`config.mk`:
```
export PLATFORM = sky130hd
export DESIGN_NAME = note_sequencer
export DESIGN_NICKNAME = d
export VERILOG_FILES = /design/src/rtl/note_sequencer_pkg.sv /design/src/rtl/note_rom.sv /design/src/rtl/note_sequencer.sv
export SDC_FILE = /design/constraint.sdc
export NUM_CORES = 1
export LEC_CHECK = 0
export BUFFER_PORTS_ARGS = -buffer_cell sky130_fd_sc_hd__buf_2
export CORE_UTILIZATION = 39
export DETAILED_ROUTE_END_ITERATION = 8
export PLACE_DENSITY = 0.68
export SYNTH_ARGS = -nofsm -noshare
export SYNTH_HDL_FRONTEND = slang
export SYNTH_SLANG_ARGS = --single-unit
export TNS_END_PERCENT = 100
```
`constraint.sdc`:
```
create_clock -name clk -period 4.9 [get_ports clk]
set_input_delay 0.98 -clock clk [delete_from_list [all_inputs] [get_ports clk]]
set_output_delay 0.98 -clock clk [all_outputs]
set_load 0.02 [all_outputs]
```
`src/rtl/note_sequencer_pkg.sv`:
```
// Shared encodings for the note sequencer: FSM states, lane bit positions,
// the rest pattern and the default note pattern used by the ROM.
package note_sequencer_pkg;

  typedef enum logic [3:0] {
    ST_IDLE   = 4'b0001,
    ST_RUN    = 4'b0010,
    ST_DONE   = 4'b0100,
    ST_PAUSED = 4'b1000
  } state_t;

  localparam int LANE_R = 2;
  localparam int LANE_G = 1;
  localparam int LANE_B = 0;

  localparam logic [2:0] REST = 3'b000;
  localparam logic [2:0] L_R  = 3'b001 << LANE_R;
  localparam logic [2:0] L_G  = 3'b001 << LANE_G;
  localparam logic [2:0] L_B  = 3'b001 << LANE_B;

  function automatic logic [2:0] default_pattern(input logic [3:0] idx);
    logic [2:0] p;
    case (idx)
      4'd0:    p = REST;
      4'd1:    p = L_B;
      4'd2:    p = L_G;
      4'd3:    p = L_R;
      4'd4:    p = L_B;
      4'd5:    p = L_G;
      4'd6:    p = L_R;
      4'd7:    p = L_R | L_G | L_B;
      4'd8:    p = L_G;
      4'd9:    p = L_R | L_B;
      4'd10:   p = L_G;
      4'd11:   p = L_R | L_B;
      4'd12:   p = L_G;
      4'd13:   p = L_R | L_B;
      4'd14:   p = L_G | L_B;
      default: p = REST;
    endcase
    return p;
  endfunction

endpackage

```
`src/rtl/note_rom.sv`:
```
// Pattern ROM: NUM_NOTES x LANES, synchronous read with one cycle of latency.
// Swap the contents here without touching the sequencer FSM.
module note_rom
  import note_sequencer_pkg::*;
#(
  parameter int NUM_NOTES = 16,
  parameter int LANES     = 3
) (
  input  logic                         clk,
  input  logic [$clog2(NUM_NOTES)-1:0] addr,
  output logic [LANES-1:0]             data
);

  always_ff @(posedge clk) begin
    data <= LANES'(default_pattern(4'(addr)));
  end

endmodule

```
`src/rtl/note_sequencer.sv`:
```
// Steps the note pattern every STEP_TICKS ticks and issues one valid/ready spawn per non-rest note.
// Request appears one cycle after the step tick; a stalled request freezes the interval counter.
module note_sequencer
  import note_sequencer_pkg::*;
#(
  parameter int NUM_NOTES  = 16,
  parameter int STEP_TICKS = 64,
  parameter int LANES      = 3
) (
  input  logic                         clk,
  input  logic                         reset_n,
  input  logic                         tick,
  input  logic                         start,
  input  logic                         pause,
  input  logic                         restart,
  output logic                         spawn_valid,
  output logic [LANES-1:0]             spawn_lanes,
  input  logic                         spawn_ready,
  output logic [$clog2(NUM_NOTES)-1:0] note_index,
  output logic [7:0]                   issued_count,
  output logic                         playing,
  output logic                         done
);

  localparam int IW = $clog2(NUM_NOTES);
  localparam int CW = $clog2(STEP_TICKS);
  localparam logic [IW-1:0] LAST_IDX = IW'(NUM_NOTES - 1);
  localparam logic [CW-1:0] CNT_MAX  = CW'(STEP_TICKS - 1);

  state_t           state;
  logic [CW-1:0]    cnt;
  logic             last_pend;
  logic [LANES-1:0] rom_data;
  logic             xfer;
  logic             stall;
  logic             at_last;

  // note_index only moves on a step and steps are >= 2 ticks apart, so the
  // registered ROM word already matches note_index when the step tick arrives.
  note_rom #(
    .NUM_NOTES (NUM_NOTES),
    .LANES     (LANES)
  ) u_rom (
    .clk  (clk),
    .addr (note_index),
    .data (rom_data)
  );

  assign xfer    = spawn_valid && spawn_ready;
  assign stall   = spawn_valid && !spawn_ready;
  assign at_last = (note_index == LAST_IDX);

  always_ff @(posedge clk or negedge reset_n) begin
    if (!reset_n) begin
      state        <= ST_IDLE;
      cnt          <= '0;
      note_index   <= '0;
      spawn_valid  <= 1'b0;
      spawn_lanes  <= '0;
      issued_count <= '0;
      last_pend    <= 1'b0;
      playing      <= 1'b0;
      done         <= 1'b0;
    end else if (restart) begin
      state        <= ST_IDLE;
      cnt          <= '0;
      note_index   <= '0;
      spawn_valid  <= 1'b0;
      spawn_lanes  <= '0;
      issued_count <= '0;
      last_pend    <= 1'b0;
      playing      <= 1'b0;
      done         <= 1'b0;
    end else begin
      if (xfer) begin
        spawn_valid <= 1'b0;
        if (issued_count != 8'hFF) begin
          issued_count <= issued_count + 8'd1;
        end
      end

      unique case (state)
        ST_IDLE: begin
          if (start && !pause) begin
            state   <= ST_RUN;
            cnt     <= '0;
            playing <= 1'b1;
          end
        end

        ST_RUN: begin
          if (last_pend && (xfer || !spawn_valid)) begin
            state     <= ST_DONE;
            last_pend <= 1'b0;
            playing   <= 1'b0;
            done      <= 1'b1;
          end else if (pause) begin
            state <= ST_PAUSED;
          end else if (tick && !stall) begin
            if (cnt == CNT_MAX) begin
              cnt        <= '0;
              note_index <= at_last ? '0 : note_index + IW'(1);
              if (rom_data != LANES'(REST)) begin
                spawn_valid <= 1'b1;
                spawn_lanes <= rom_data;
                last_pend   <= at_last;
              end else if (at_last) begin
                state   <= ST_DONE;
                playing <= 1'b0;
                done    <= 1'b1;
              end
            end else begin
              cnt <= cnt + CW'(1);
            end
          end
        end

        ST_PAUSED: begin
          // A request pending at pause time may still complete and finish the pattern.
          if (last_pend && (xfer || !spawn_valid)) begin
            state     <= ST_DONE;
            last_pend <= 1'b0;
            playing   <= 1'b0;
            done      <= 1'b1;
          end else if (!pause) begin
            state <= ST_RUN;
          end
        end

        ST_DONE: begin
          state <= ST_DONE;
        end

        default: begin
          state <= ST_IDLE;
        end
      endcase
    end
  end

endmodule
```
==> results of run 1 <==
-- cell usage after synthesis, types with 4 or more instances --
cell type / count / share of area, %
or3_1: 4 / 1.3
nand2b_1: 4 / 1.3
inv_1: 7 / 1.4
nor3_1: 5 / 1.3
nor4_1: 4 / 1.3
o21ai_1: 4 / 1.0
clkbuf_1: 4 / 0.79
xnor2_1: 5 / 2.3
dfrtp_1: 28 / 37
o21ai_0: 11 / 2.9
nor2_1: 18 / 3.5
nand2_1: 18 / 3.5
ha_1: 6 / 3.9
a21oi_1: 19 / 5.0
nand3_1: 11 / 2.9
nor3b_1: 4 / 1.6
-- layer usage --
layer | up-vias | wire length [um] | track usage (%) | part of all wire, %
li1 | 789 | - | - | -
met1 | 770 | 1920 | 22.7 | 49
met2 | 38 | 1790 | 26.0 | 46
met3 | 7 | 151 | 3.47 | 3.9
met4 | 0 | 66 | 7.19 | 1.7
met5 | - | 0 | 0 | 0
-- path summary, 6_finish.rpt --
check | end | slack (ns)
setup / recovery | last_pend | 2.48
hold / removal | spawn_lanes[0] | 0.47
setup reg to reg | cnt[4] | 2.75
hold reg to reg | spawn_lanes[0] | 0.47
max in group asynchronous | note_index[1] | 3.76
min in group asynchronous | cnt[2] | 0.71
-- through the flow --
| step | setup WS [ns] | utilization [%] | area, um^2 | power (mW) | hold slack [ns] |
|---|---|---|---|---|---|
| 2_1_floorplan | 2.56 | - | 1910 | 0.392 | 0.445 |
| 3_3_place_gp | 2.22 | 43.3 | 2050 | 0.417 | 0.469 |
| 3_5_place_dp | 2.19 | 43.3 | 2050 | 0.418 | 0.473 |
| 4_1_cts | 2.49 | 45.3 | 2140 | 0.629 | 0.474 |
| 5_1_grt | 2.33 | 45.3 | 2140 | 0.654 | 0.514 |
| 6_report | 2.48 | 45.3 | 2140 | 0.623 | 0.473 |
-- worst max-delay path, cell delays in order --
cell and delay, ns:
buf_2 0.10, nand2b_1 0.36, a21oi_1 0.15, a2111oi_2 0.50, o32ai_1 0.18, mux2_1 0.34
-- registers in the layout (all words and copies together) (netlist names) --
signal        cells
issued_count      8
cnt               6
done              1
spawn_valid       1
note_index        4
u_rom.data        3
spawn_lanes       3
last_pend         1
playing           1
state             4
-- cells in the final DEF, fill, tap and decap left out, types with 5 or more instances in the layout --
cell	n
buf_2	24
o21ai_0	11
dfrtp_1	28
a21oi_1	19
xnor2_1	5
nand3_1	11
nor3_1	5
nand2_1	18
ha_1	6
nor2_1	18
clkbuf_8	6
inv_1	7
-- layout make-up --
cell class | instances | area, um^2 | area share [%]
flip-flops and latches | 32 | 787 | 36.8
multi-input cells | 157 | 1030 | 48.1
inverters | 7 | 26.3 | 1.23
clock buffers | 6 | 82.6 | 3.86
clock inverters | 2 | 10.0 | 0.468
repair buffers | 24 | 120 | 5.62
well taps | 67 | 83.8 | 3.92
-- report_power, final --
group | leakage [nW] | internal [mW] | total (mW) | switching (mW)
registers | 0.423 | 0.279 | 0.298 | 0.0195
clock network | 0.0510 | 0.112 | 0.211 | 0.0988
logic | 0.409 | 0.0477 | 0.114 | 0.0662
total | 0.883 | 0.438 | 0.623 | 0.185
-- logic make-up (layout without fill, tap and decap cells) --
logic type	after synthesis	count (layout)
mux	4	4
fa+ha+maj	6	6
xor+xnor	6	6
buf+inv	18	39
flops	32	32
compound gates	51	51
simple gates	90	90
==> flow_summary.ini, run 1 <==
[die]
die_area_mm2 = 0.00517
core-area_mm2 = 0.00472
die_w_um = 71.9
rows = 25
initial_core_util_pct = 40.4
die_h_um = 71.9
ios = 25

[yosys]
synth_compound_area_share_pct = 16.9
ys_warn_count = 0
async_flop_share_pct = 90.6
synth-edff-count = 0
synthMuxAreaShare_pct = 2.82
synth_cells = 207
avgSynthCellArea_um2 = 9.21
syn_area_mm2 = 0.00191
synth_xor_area_share_pct = 2.76
synth-simple-area-share_pct = 27.6
ys.flop_type = dfrtp_1
ys_seq_area_share_pct = 41.3
synthAdderAreaFrac_pct = 3.94
ys_ff_latch = 32
synth_cell_type_count = 55
synth.net_count = 220
synth_top_family_by_area = simple AND/OR/NAND/NOR gates

[timing]
fin_tns_setup_ns = 0
fmax_mhz = 412
max_slew_margin_pct = 53.2
fin_worst_skew_ns = 0.00575
grt_setup_unrepaired = false
maxSlewViolCount = 0
period_needed_ns = 2.42
hold_violations = 0
tightest_slew_ns = 0.701
setup_violations = 0
period_share_pct = 49.5

[min_path]
min_path_type = reg2reg
holdPathStages = 2
hp-start = u_rom.data[0]

[clock_tree]
clk_latency_ns = 0.29
cts_buffers = 5
clockBufferDepth = 2
cts_root_buffer = clkbuf_8
cts_resized = 0
cts_tree = done
htreeDepth = 2
hold_buffers = 0
clk_pin_slew_ns = 0.07
cts.sinks = 32
postCtsSetupRepairBufs = 0

[final_layout]
layout.nets = 240
area_growth_pct = 12.1
fillerInstances = 462
drive_gt1_share_pct = 18.9
stdcell_count = 295
antenna_cells = 0

[routing]
vias = 1604
dr.pass1.iters = 4
via_per_inst = 5.44
totalWireLength_um = 3920
drc = 0
drtIter0Drc = 93
drtAntennaViolNets = 0
wl_per_cell_um = 13.3

[global_route]
grt_pass1_vias = 1429
antenna_found_initial = 0
grt_pass1_wl_um = 6690
gr-total-overflow = 0
grt_usage_pct = 16.7
grt_max_degree = 31

[placed_design]
post-dp-hpwl_um = 2710
numPortBuffers = 24
dp.cells = 287
place_congestion = 0.747

[critical_path]
critPathArrivalTime_ns = 2.60
r2r_cells = 5
endpoint_kind = flip-flop
crit_required_ns = 5.07
worstSetupPathType = in2reg
cp_max_fo = 11
cp-start-kind = input port
crit_start = spawn_ready
r2r_start = state[3]

[run_status]
outcome = completed

[run]
maxCapViolations = 0

[power]
powerDensity_mw_per_mm2 = 291
leakage_nw = 0.883
irDropWorstVdd_v = 0.000126
Power figures use the tool's default switching activity.
==> run 2: changes to the inputs <==
Settings changed: ABC_AREA from default to 1, PLACE_DENSITY 0.68 to 0.7.
Clock period 4.9 ns to 2.2 ns, I/O delays scaled along.
==> run 2 against run 1 <==
Compared with the run above: cell count grew 27%; critical path type is now reg2reg; sequential share of layout area shrank 2.5 points; die area grew 5.7%; largest power group unchanged; via count grew 17%; worst hold slack lost 0.30 ns; combinational power grew to 2.6 times the previous value; core utilization grew 2.0 points; sequential power grew 110%.
==> flow_summary.ini, run 2 <==
[routing]
drtIter0Drc = 172
dr.pass1.iters = 4
wl_per_cell_um = 11.6
drc = 0
vias = 1874
via_per_inst = 5.00
drtAntennaViolNets = 0
totalWireLength_um = 4360

[critical_path]
r2r_setup_slack_ns = 0.62
cp_slowest_cell = dfrtp_1
crit_start = cnt[0]
crit_required_ns = 2.41
critPathArrivalTime_ns = 1.79
cp_slowest_stage_delay_ns = 0.39
cp_common_cell = nand3_1
worstSetupPathType = reg2reg
r2r_start = cnt[0]
setup.worst_path.end = state[2]
worstPathCellList = ha_1 -> nand3_1 -> nor2_4 -> nand2_1 -> o21ai_0 -> nand3_1 -> nor2_1
cp_max_fo = 6
worstReg2RegEnd = state[2]
endpoint_kind = flip-flop
r2r_cells = 7
cp-start-kind = flip-flop

[timing]
maxSlewViolCount = 0
period_needed_ns = 1.58
max_slew_margin_pct = 57.6
grt_setup_unrepaired = false
hold_violations = 0
fmax_mhz = 634
fin_tns_setup_ns = 0
setup_violations = 0
tightest_slew_ns = 0.636
fin_worst_skew_ns = 0.00454
period_share_pct = 71.7

[clock_tree]
hold_buffers = 0
clk_pin_slew_ns = 0.07
cts_tree = done
clk_latency_ns = 0.28
cts_resized = 0
htreeDepth = 2
postCtsSetupRepairBufs = 0
cts_root_buffer = clkbuf_8
cts_buffers = 5
clockBufferDepth = 2
cts.sinks = 32

[final_layout]
largest_reg_flops = 8
post-route-util_pct = 47.3
largestRegisters = issued_count: 8 flops, cnt: 6 flops
layout.nets = 320
antenna_cells = 0
largest-register = issued_count
drive_gt1_share_pct = 18.5
area_growth_pct = 13.6
layout_common_cells = nand2_1, nor2_1, dfrtp_1, inv_1
layout_commonest_cell = nand2_1
fillerInstances = 495

[yosys]
synth_top_cell_area_share_pct = 34.7
ys_ff_latch = 32
synth_compound_area_share_pct = 9.73
synth.net_count = 293
synth_xor_area_share_pct = 2.60
synth_area_leader_cell = dfrtp_1
synth_cells = 280
synth_cell_type_count = 31
synth_top_family_by_area = simple AND/OR/NAND/NOR gates
synthTopCellsByArea = dfrtp_1, nand2_1, nand3_1, nor2_1, inv_1
synthAdderAreaFrac_pct = 3.72
synth-edff-count = 0
ys.flop_type = dfrtp_1
async_flop_share_pct = 90.6
synth-simple-area-share_pct = 38.4
ys_warn_count = 0
synthMuxAreaShare_pct = 0
ys_seq_area_share_pct = 39.0
syn_area_mm2 = 0.00202
synth.most_common_cell = nand2_1
synth_common_cells = nand2_1, dfrtp_1, nor2_1
avgSynthCellArea_um2 = 7.21

[min_path]
min_path_type = in2async

[power]
leakage_nw = 1.19
total_power_mw = 1.40
irDropWorstVdd_v = 0.000355
powerDensity_mw_per_mm2 = 610

[die]
ios = 25
die_h_um = 74.0
rows = 25
die_area_mm2 = 0.00547
core-area_mm2 = 0.00485
initial_core_util_pct = 41.7
die_w_um = 74.0

[placed_design]
place_congestion = 0.904
post-dp-hpwl_um = 3230
numPortBuffers = 24

[run_status]
outcome = completed

[run]
maxCapViolations = 0

[global_route]
grt_usage_pct = 18.5
antenna_found_initial = 0
grt_pass1_wl_um = 7750
gr-total-overflow = 0
grt_max_degree = 30
grt_pass1_vias = 1695
==> run 2: cell types whose count changed after synthesis, moves of 10 or more <==
cell,previous run,this run
nor2_1,18,28
inv_1,7,25
a21oi_1,19,7
nand3_1,11,24
nand2_1,18,81
==> run 2: stage by stage <==
stage | instances | hold WS [ns] | instance area (um^2) | setup slack, ns
CTS | 375 | 0.200 | 2290 | 0.634
global route | 375 | 0.224 | 2290 | 0.377
finish | 375 | 0.170 | 2290 | 0.623
detailed placement | 367 | 0.457 | 2200 | 0.528
floorplan | 280 | 0.144 | 2020 | 0.725
global placement | 367 | 0.453 | 2200 | 0.547
==> run 2: layer usage <==
metal	wire length [um]	vias to the layer above	GRT usage (%)
met2	1980	37	29.3
met1	2140	871	25.2
met4	69	0	6.41
met3	168	6	3.66
met5	0	-	0
li1	-	960	-
==> run 2: how the worst min path moves through the flow <==
stage               slack, ns     from              end  cells past startpoint
global route             0.22  reset_n   spawn_lanes[1]                      1
finish                   0.17  reset_n  issued_count[2]                      1
global placement         0.45  playing          playing                      2
floorplan                0.14  reset_n           cnt[0]                      0
detailed placement       0.46     done             done                      2
CTS                      0.20  reset_n   spawn_lanes[1]                      1
==> run 2: power by group <==
group	switching [mW]	internal [mW]
Combinational	0.208	0.0865
Clock	0.213	0.255
Sequential	0.0169	0.620
Total	0.438	0.962
==> run 2: logic make-up after synthesis <==
logic type / Yosys count
simple gates: 168
fa+ha+maj: 6
buf+inv: 34
xor+xnor: 6
flops: 32
compound gates: 34
==> run 2: cell type report <==
type                            instances  area, um^2  share of cell area, %
Timing Repair Buffer                   24         120                   5.24
Inverter                               30         113                   4.91
Multi-Input combinational cell        214        1100                   48.0
Sequential cell                        32         787                   34.3
Clock buffer                            8        90.1                   3.93
Tap cell                               67        83.8                   3.66
==> run 2: critical path, delay by kind of cell (launching register included) <==
family | cells | cell delay, ns
compound gates | 1 | 0.27
fa+ha+maj | 1 | 0.22
flops | 1 | 0.39
simple gates | 5 | 0.63
